`src/rtl/tick_scheduler.sv`:
```
`timescale 1ns/1ps
`default_nettype none
// ============================================================================
//  Module   : tick_scheduler
//  Purpose  : One shared prescaler divides the system clock down to a base
//             tick. Four channels each divide the base tick by their own
//             programmable period. Each channel produces a one-cycle enable
//             pulse and a square wave that toggles on every pulse. A
//             valid/ready port reprograms one channel's period. The new
//             period is applied on a base-tick boundary, so a channel never
//             produces a shortened interval.
//
//  Ports    : clk_50MHz  in   system clock, rising edge
//             rst        in   synchronous, active-high reset
//             ch_en      in   [3:0] per-channel run enable
//             cfg_valid  in   configuration request
//             cfg_ch     in   [1:0] target channel
//             cfg_period in   [PERIOD_W-1:0] new period in base ticks (0 = stop)
//             cfg_ready  out  configuration port idle
//             cfg_done   out  one-cycle pulse, cycle after the new period applied
//             base_tick  out  one-cycle pulse every PRESCALE clocks
//             tick       out  [3:0] per-channel one-cycle enable pulse
//             sq         out  [3:0] per-channel square wave
//
//  Revision : 1.0  initial release
// ============================================================================
module tick_scheduler #(
    parameter int CLK_HZ     = 50000000,
    parameter int BASE_HZ    = 1000,
    parameter int PERIOD_W   = 16,
    parameter int RST_PERIOD = 1000
) (
    input  logic                clk_50MHz,
    input  logic                rst,
    input  logic [3:0]          ch_en,
    input  logic                cfg_valid,
    input  logic [1:0]          cfg_ch,
    input  logic [PERIOD_W-1:0] cfg_period,
    output logic                cfg_ready,
    output logic                cfg_done,
    output logic                base_tick,
    output logic [3:0]          tick,
    output logic [3:0]          sq
);

    // CLK_HZ must be an integer multiple (at least 2x) of BASE_HZ.
    localparam int c_PRESCALE = CLK_HZ / BASE_HZ;
    localparam int c_CNT_W    = (c_PRESCALE > 1) ? $clog2(c_PRESCALE) : 1;

    localparam logic [c_CNT_W-1:0]  c_PRE_LAST   = c_CNT_W'(c_PRESCALE - 1);
    localparam logic [c_CNT_W-1:0]  c_PRE_ONE    = c_CNT_W'(1);
    localparam logic [PERIOD_W-1:0] c_RST_PERIOD = PERIOD_W'(RST_PERIOD);
    localparam logic [PERIOD_W-1:0] c_PER_ONE    = PERIOD_W'(1);

    // ------------------------------------------------------------------------
    // Prescaler
    // The counter runs 0..PRESCALE-1. base_tick is registered from the wrap
    // condition, so it is high in the cycle after the counter showed
    // PRESCALE-1. The first pulse therefore lands PRESCALE cycles after reset.
    // ------------------------------------------------------------------------
    logic [c_CNT_W-1:0] r_pre_cnt;
    logic               r_base_tick;
    logic               w_pre_wrap;

    assign w_pre_wrap = (r_pre_cnt == c_PRE_LAST);

    always_ff @(posedge clk_50MHz) begin
        if (rst) begin
            r_pre_cnt   <= '0;
            r_base_tick <= 1'b0;
        end else begin
            r_base_tick <= w_pre_wrap;
            r_pre_cnt   <= w_pre_wrap ? '0 : (r_pre_cnt + c_PRE_ONE);
        end
    end

    assign base_tick = r_base_tick;

    // ------------------------------------------------------------------------
    // Configuration FSM
    // A request is captured in IDLE. The write waits in PEND for the next
    // base-tick cycle, so a channel count is only ever restarted on the same
    // grid it counts on. DONE produces the acknowledge pulse.
    // ------------------------------------------------------------------------
    typedef enum logic [1:0] {
        S_IDLE = 2'd0,
        S_PEND = 2'd1,
        S_DONE = 2'd2
    } state_t;

    state_t              r_state;
    state_t              w_state_nxt;
    logic [1:0]          r_cfg_ch;
    logic [PERIOD_W-1:0] r_cfg_period;
    logic                w_accept;
    logic                w_apply;

    always_ff @(posedge clk_50MHz) begin
        if (rst) begin
            r_state      <= S_IDLE;
            r_cfg_ch     <= '0;
            r_cfg_period <= '0;
        end else begin
            r_state <= w_state_nxt;
            if (w_accept) begin
                r_cfg_ch     <= cfg_ch;
                r_cfg_period <= cfg_period;
            end
        end
    end

    always_comb begin
        w_state_nxt = r_state;
        w_accept    = 1'b0;
        w_apply     = 1'b0;
        cfg_ready   = 1'b0;
        cfg_done    = 1'b0;
        case (r_state)
            S_IDLE: begin
                cfg_ready = 1'b1;
                if (cfg_valid) begin
                    w_accept    = 1'b1;
                    w_state_nxt = S_PEND;
                end
            end
            S_PEND: begin
                // cfg_valid is deliberately ignored here.
                if (r_base_tick) begin
                    w_apply     = 1'b1;
                    w_state_nxt = S_DONE;
                end
            end
            S_DONE: begin
                cfg_done    = 1'b1;
                w_state_nxt = S_IDLE;
            end
            default: begin
                w_state_nxt = S_IDLE;
            end
        endcase
    end

    // ------------------------------------------------------------------------
    // Channels
    // The count advances only in base-tick cycles. A channel that is disabled
    // or has period 0 holds its count at zero, so re-enabling it starts a full
    // period. An apply to this channel takes priority over a natural expiry
    // in the same cycle: the pulse is dropped, sq keeps its level, and the
    // count restarts from zero under the new period.
    // ------------------------------------------------------------------------
    for (genvar gi = 0; gi < 4; gi++) begin : g_ch
        logic [PERIOD_W-1:0] r_period;
        logic [PERIOD_W-1:0] r_count;
        logic                r_sq;
        logic                w_apply_here;
        logic                w_run;
        logic                w_expire;

        assign w_apply_here = w_apply && (r_cfg_ch == 2'(gi));
        assign w_run        = ch_en[gi] && (r_period != '0);
        // r_count < r_period always holds, so period-1 cannot underflow
        // while w_run is true.
        assign w_expire     = r_base_tick && w_run &&
                              (r_count == (r_period - c_PER_ONE));

        assign tick[gi] = w_expire && !w_apply_here;
        assign sq[gi]   = r_sq;

        always_ff @(posedge clk_50MHz) begin
            if (rst) begin
                r_period <= c_RST_PERIOD;
                r_count  <= '0;
                r_sq     <= 1'b0;
            end else if (w_apply_here) begin
                r_period <= r_cfg_period;
                r_count  <= '0;
            end else if (r_base_tick) begin
                if (!w_run) begin
                    r_count <= '0;
                end else if (w_expire) begin
                    r_count <= '0;
                    r_sq    <= ~r_sq;
                end else begin
                    r_count <= r_count + c_PER_ONE;
                end
            end
        end
    end

endmodule
`default_nettype wire

```
`config.mk`:
```
export PLATFORM = sky130hd
export DESIGN_NAME = tick_scheduler
export DESIGN_NICKNAME = d
export VERILOG_FILES = /design/src/rtl/tick_scheduler.sv
export SDC_FILE = /design/constraint.sdc
export NUM_CORES = 1
export LEC_CHECK = 0
export ABC_CLOCK_PERIOD_IN_PS = 5500
export CAP_MARGIN = 20
export CORE_UTILIZATION = 50
export DETAILED_ROUTE_END_ITERATION = 10
export GPL_ROUTABILITY_DRIVEN = 0
export HOLD_SLACK_MARGIN = 0.15
export PLACE_DENSITY = 0.67
export SKIP_CTS_REPAIR_TIMING = 1
export SYNTH_ARGS = -nofsm -noshare
export SYNTH_HDL_FRONTEND = slang
export SYNTH_SLANG_ARGS = --single-unit
```
`constraint.sdc`:
```
create_clock -name clk_50MHz -period 5.5 [get_ports clk_50MHz]
set_clock_uncertainty 0.15 [all_clocks]
set_input_delay 0.825 -clock clk_50MHz [delete_from_list [all_inputs] [get_ports clk_50MHz]]
set_output_delay 0.825 -clock clk_50MHz [all_outputs]
set_load 0.02 [all_outputs]
```
==> results.md <==
- Die span in y: 139 µm
- Dpl ws: 1.35 ns
- Fillers: 1,727
- Total Wirelength: 23,100 µm
- Port bufs: 35
- H-tree Lvls: 4
- Drc violations: 0
- Complex-gate fraction of the synthesized area: 0.170
- Async S/R FF share, synth: 0
- FF/Latch Area: 3380 µm²
- Final Slew Violations: 0
- Maximum clock insertion buffer count: 2
- Largest net degree at the start of global routing: 44
- Syn nets: 1,256
- Mapped cell area: 9350 µm²
- Top delay family on crit path: simple AND/OR/NAND/NOR gates
- CP max-delay cell: clkdlybuf4s50_1
- Drt pass-1 iters: 5
- Fin util: 0.573
- CP endpoint kind: output pin
- Synth Area in XOR/XNOR: 0.0946
- Ys Warns: 0
- Post-layout minimum cycle time: 4.62 ns
- Crit-path max FO: 8
- Total gr overflow: 0
- IR Drop Worst-Case VDD: 0.000242 V
- Buf/Inv on CP: 2
- Layout cell share with drive strength beyond 1: 0.0473
- Pleak: 3.73 nW
- CTS tree: done
- Crit path required time: 4.53 ns
- Dpl hpwl: 16,400 µm
- # clock sinks: 169
- Via density: 5.78
- Multi-input logic area: 5600 µm²
- Unique cell type count in the Yosys netlist: 72
- Global-route wire length before repair: 38,400 µm
- Slowest stage delay, CP: 0.61 ns
- Die X: 139 µm
- Worst slew margin: 0.361
- Startpoint type of the worst setup path: register
- Drt wl/cell: 15.9 µm
- #FFs+latches synth: 169
- Remaining antenna violation count: 0
- RSZ-0062 raised after global routing: no
- Worst-path clk slew: 0.06 ns
- Placeable Area: 18,100 µm²
- Root buf cell: clkbuf_16
- Arrival time worst endpoint: 3.64 ns
- Die ar.: 19,300 µm²
- Main flop type after synthesis: dfxtp_1
- Vias in the first global route: 7,550
- PnR Total Power: 2.55 mW
- Final Worst Setup Slack: 0.882 ns
- Fmax: 217 MHz
- Pwr dens: 245 nW/µm²
- Initial antenna violation count: 0
- Max Cap Viol: 0
- Hold slack: 0.298 ns
- Area Overhead vs Synth: 11.1%
- Number of flops mapped to enable cells by yosys: 0
- Tightest Pin Transition: 0.949 ns
- Critical path, cell by cell: inv_1 -> ha_1 -> or3b_2 -> o31a_1 -> o311ai_0 -> a32oi_1 -> nor4_1 -> nand2_1 -> nor2_1 -> clkdlybuf4s50_1
- IO Count: 36
- Starting Density: 0.515
- Outcome: complete, no violations
- Initial drt markers: 509
- Multiplexer area fraction after synthesis: 0.00763
- Critical path type: register to output pin
- Tot GR Track Use: 0.248
- Vias: 8,414
- Hold Violations, Final: 0
- Clk_lat worst skew: 0.43 ns
- Share of synthesized area occupied by flip-flops and latches: 0.362
- Final net count: 1,253
- Simple-gate portion of the synthesized area: 0.308
- Mean area per synthesized cell: 7.68 µm²
- Row count: 49
- Final setup viols: 0
- Tightest Hold Check Type: register to register
- Mapped Cells: 1,218
- Total Neg Setup Slack: 0 ns
- Post-Synth Adder-Cell Area: 0.0174
- CTS Buf Count: 17
- Period utilization: 0.840
- N_diodes: 0
- Largest family of logic cells by synthesized area: simple AND/OR/NAND/NOR gates
flip-flops by register name, indices dropped and copies added, names as in the netlist:
signal         flops
r_cfg_period      16
base_tick          1
g_ch.r_sq          4
r_pre_cnt         16
r_cfg_ch           2
g_ch.r_period     64
r_state            2
g_ch.r_count      64
cells in the mapped netlist, types with 8 or more instances:
cell type	n	area, µm²
nor4_1	17	106
nor3b_1	20	150
xor2_1	39	342
nor3_1	33	165
dfxtp_1	169	3380
nor2_1	77	289
nand3_1	68	340
a21oi_1	88	440
nand4_1	15	93.8
nor2b_1	13	81.3
o211ai_1	12	90.1
and3_1	26	163
nand3b_1	8	60.1
inv_1	24	90.1
clkbuf_1	58	218
ha_1	13	163
o21ai_0	49	245
a21o_1	18	135
nand2b_1	12	75.1
nand2_1	237	890
a31oi_1	25	156
xnor2_1	62	543
or3_1	16	100
power breakdown:
group          leakage, nW  switching (mW)  internal [mW]
clock                0.288           0.479          0.743
combinational         2.08          0.0445         0.0283
sequential            1.37          0.0191           1.23
total                 3.73           0.543           2.00
logic make-up after synthesis:
family | after synthesis
AND/OR/NAND/NOR | 585
AO/OA/AOI/OAI | 250
flip-flops | 169
XOR/XNOR | 101
buffers and inverters | 93
adder cells (fa/ha/maj) | 13
multiplexers | 7
placed cells by master, fill, tap and decap left out, drive strengths merged, types with 8 or more instances in the layout:
master / n
a21o: 18
a21oi: 89
a31oi: 25
and3: 26
buf: 12
clkbuf: 23
clkdlybuf4s50: 34
dfxtp: 169
ha: 13
inv: 24
nand2: 238
nand2b: 12
nand3: 68
nand3b: 8
nand4: 15
nor2: 77
nor2b: 13
nor3: 35
nor3b: 20
nor4: 18
o211ai: 12
o21ai: 50
or3: 16
xnor2: 62
xor2: 39
through the flow:
stage / cells / instance area (µm²)
3_3_place_gp: 1423 / 9780
3_5_place_dp: 1423 / 9780
2_1_floorplan: 1218 / 9350
4_1_cts: 1453 / 10400
5_1_grt: 1455 / 10400
6_report: 1455 / 10400
final cells by class:
cell class	count	share of cell area
clock buffer	22	0.0456
inverter	24	0.00867
sequential	169	0.326
timing repair buffer	47	0.0425
clock inverter	8	0.0116
tap	229	0.0276
multi-input combinational	956	0.539
metal layers:
layer / track usage / part of all wire / vias to the layer above
li1: - / - / 4293
met1: 0.339 / 0.50 / 3921
met2: 0.392 / 0.45 / 166
met3: 0.0515 / 0.039 / 34
met4: 0.0743 / 0.016 / 0
met5: 0 / 0 / -
worst paths after layout:
path | startpoint | end | slack (ns) | cells past startpoint
setup / recovery | g_ch[1].r_period[0] | tick[1] | 0.88 | 10
hold / removal | r_pre_cnt[0] | r_pre_cnt[0] | 0.30 | 1
setup reg to reg | g_ch[1].r_period[0] | g_ch[1].r_count[14] | 2.22 | 10
hold reg to reg | r_pre_cnt[0] | r_pre_cnt[0] | 0.30 | 1
Note: power is estimated with default switching activity, not from simulation.
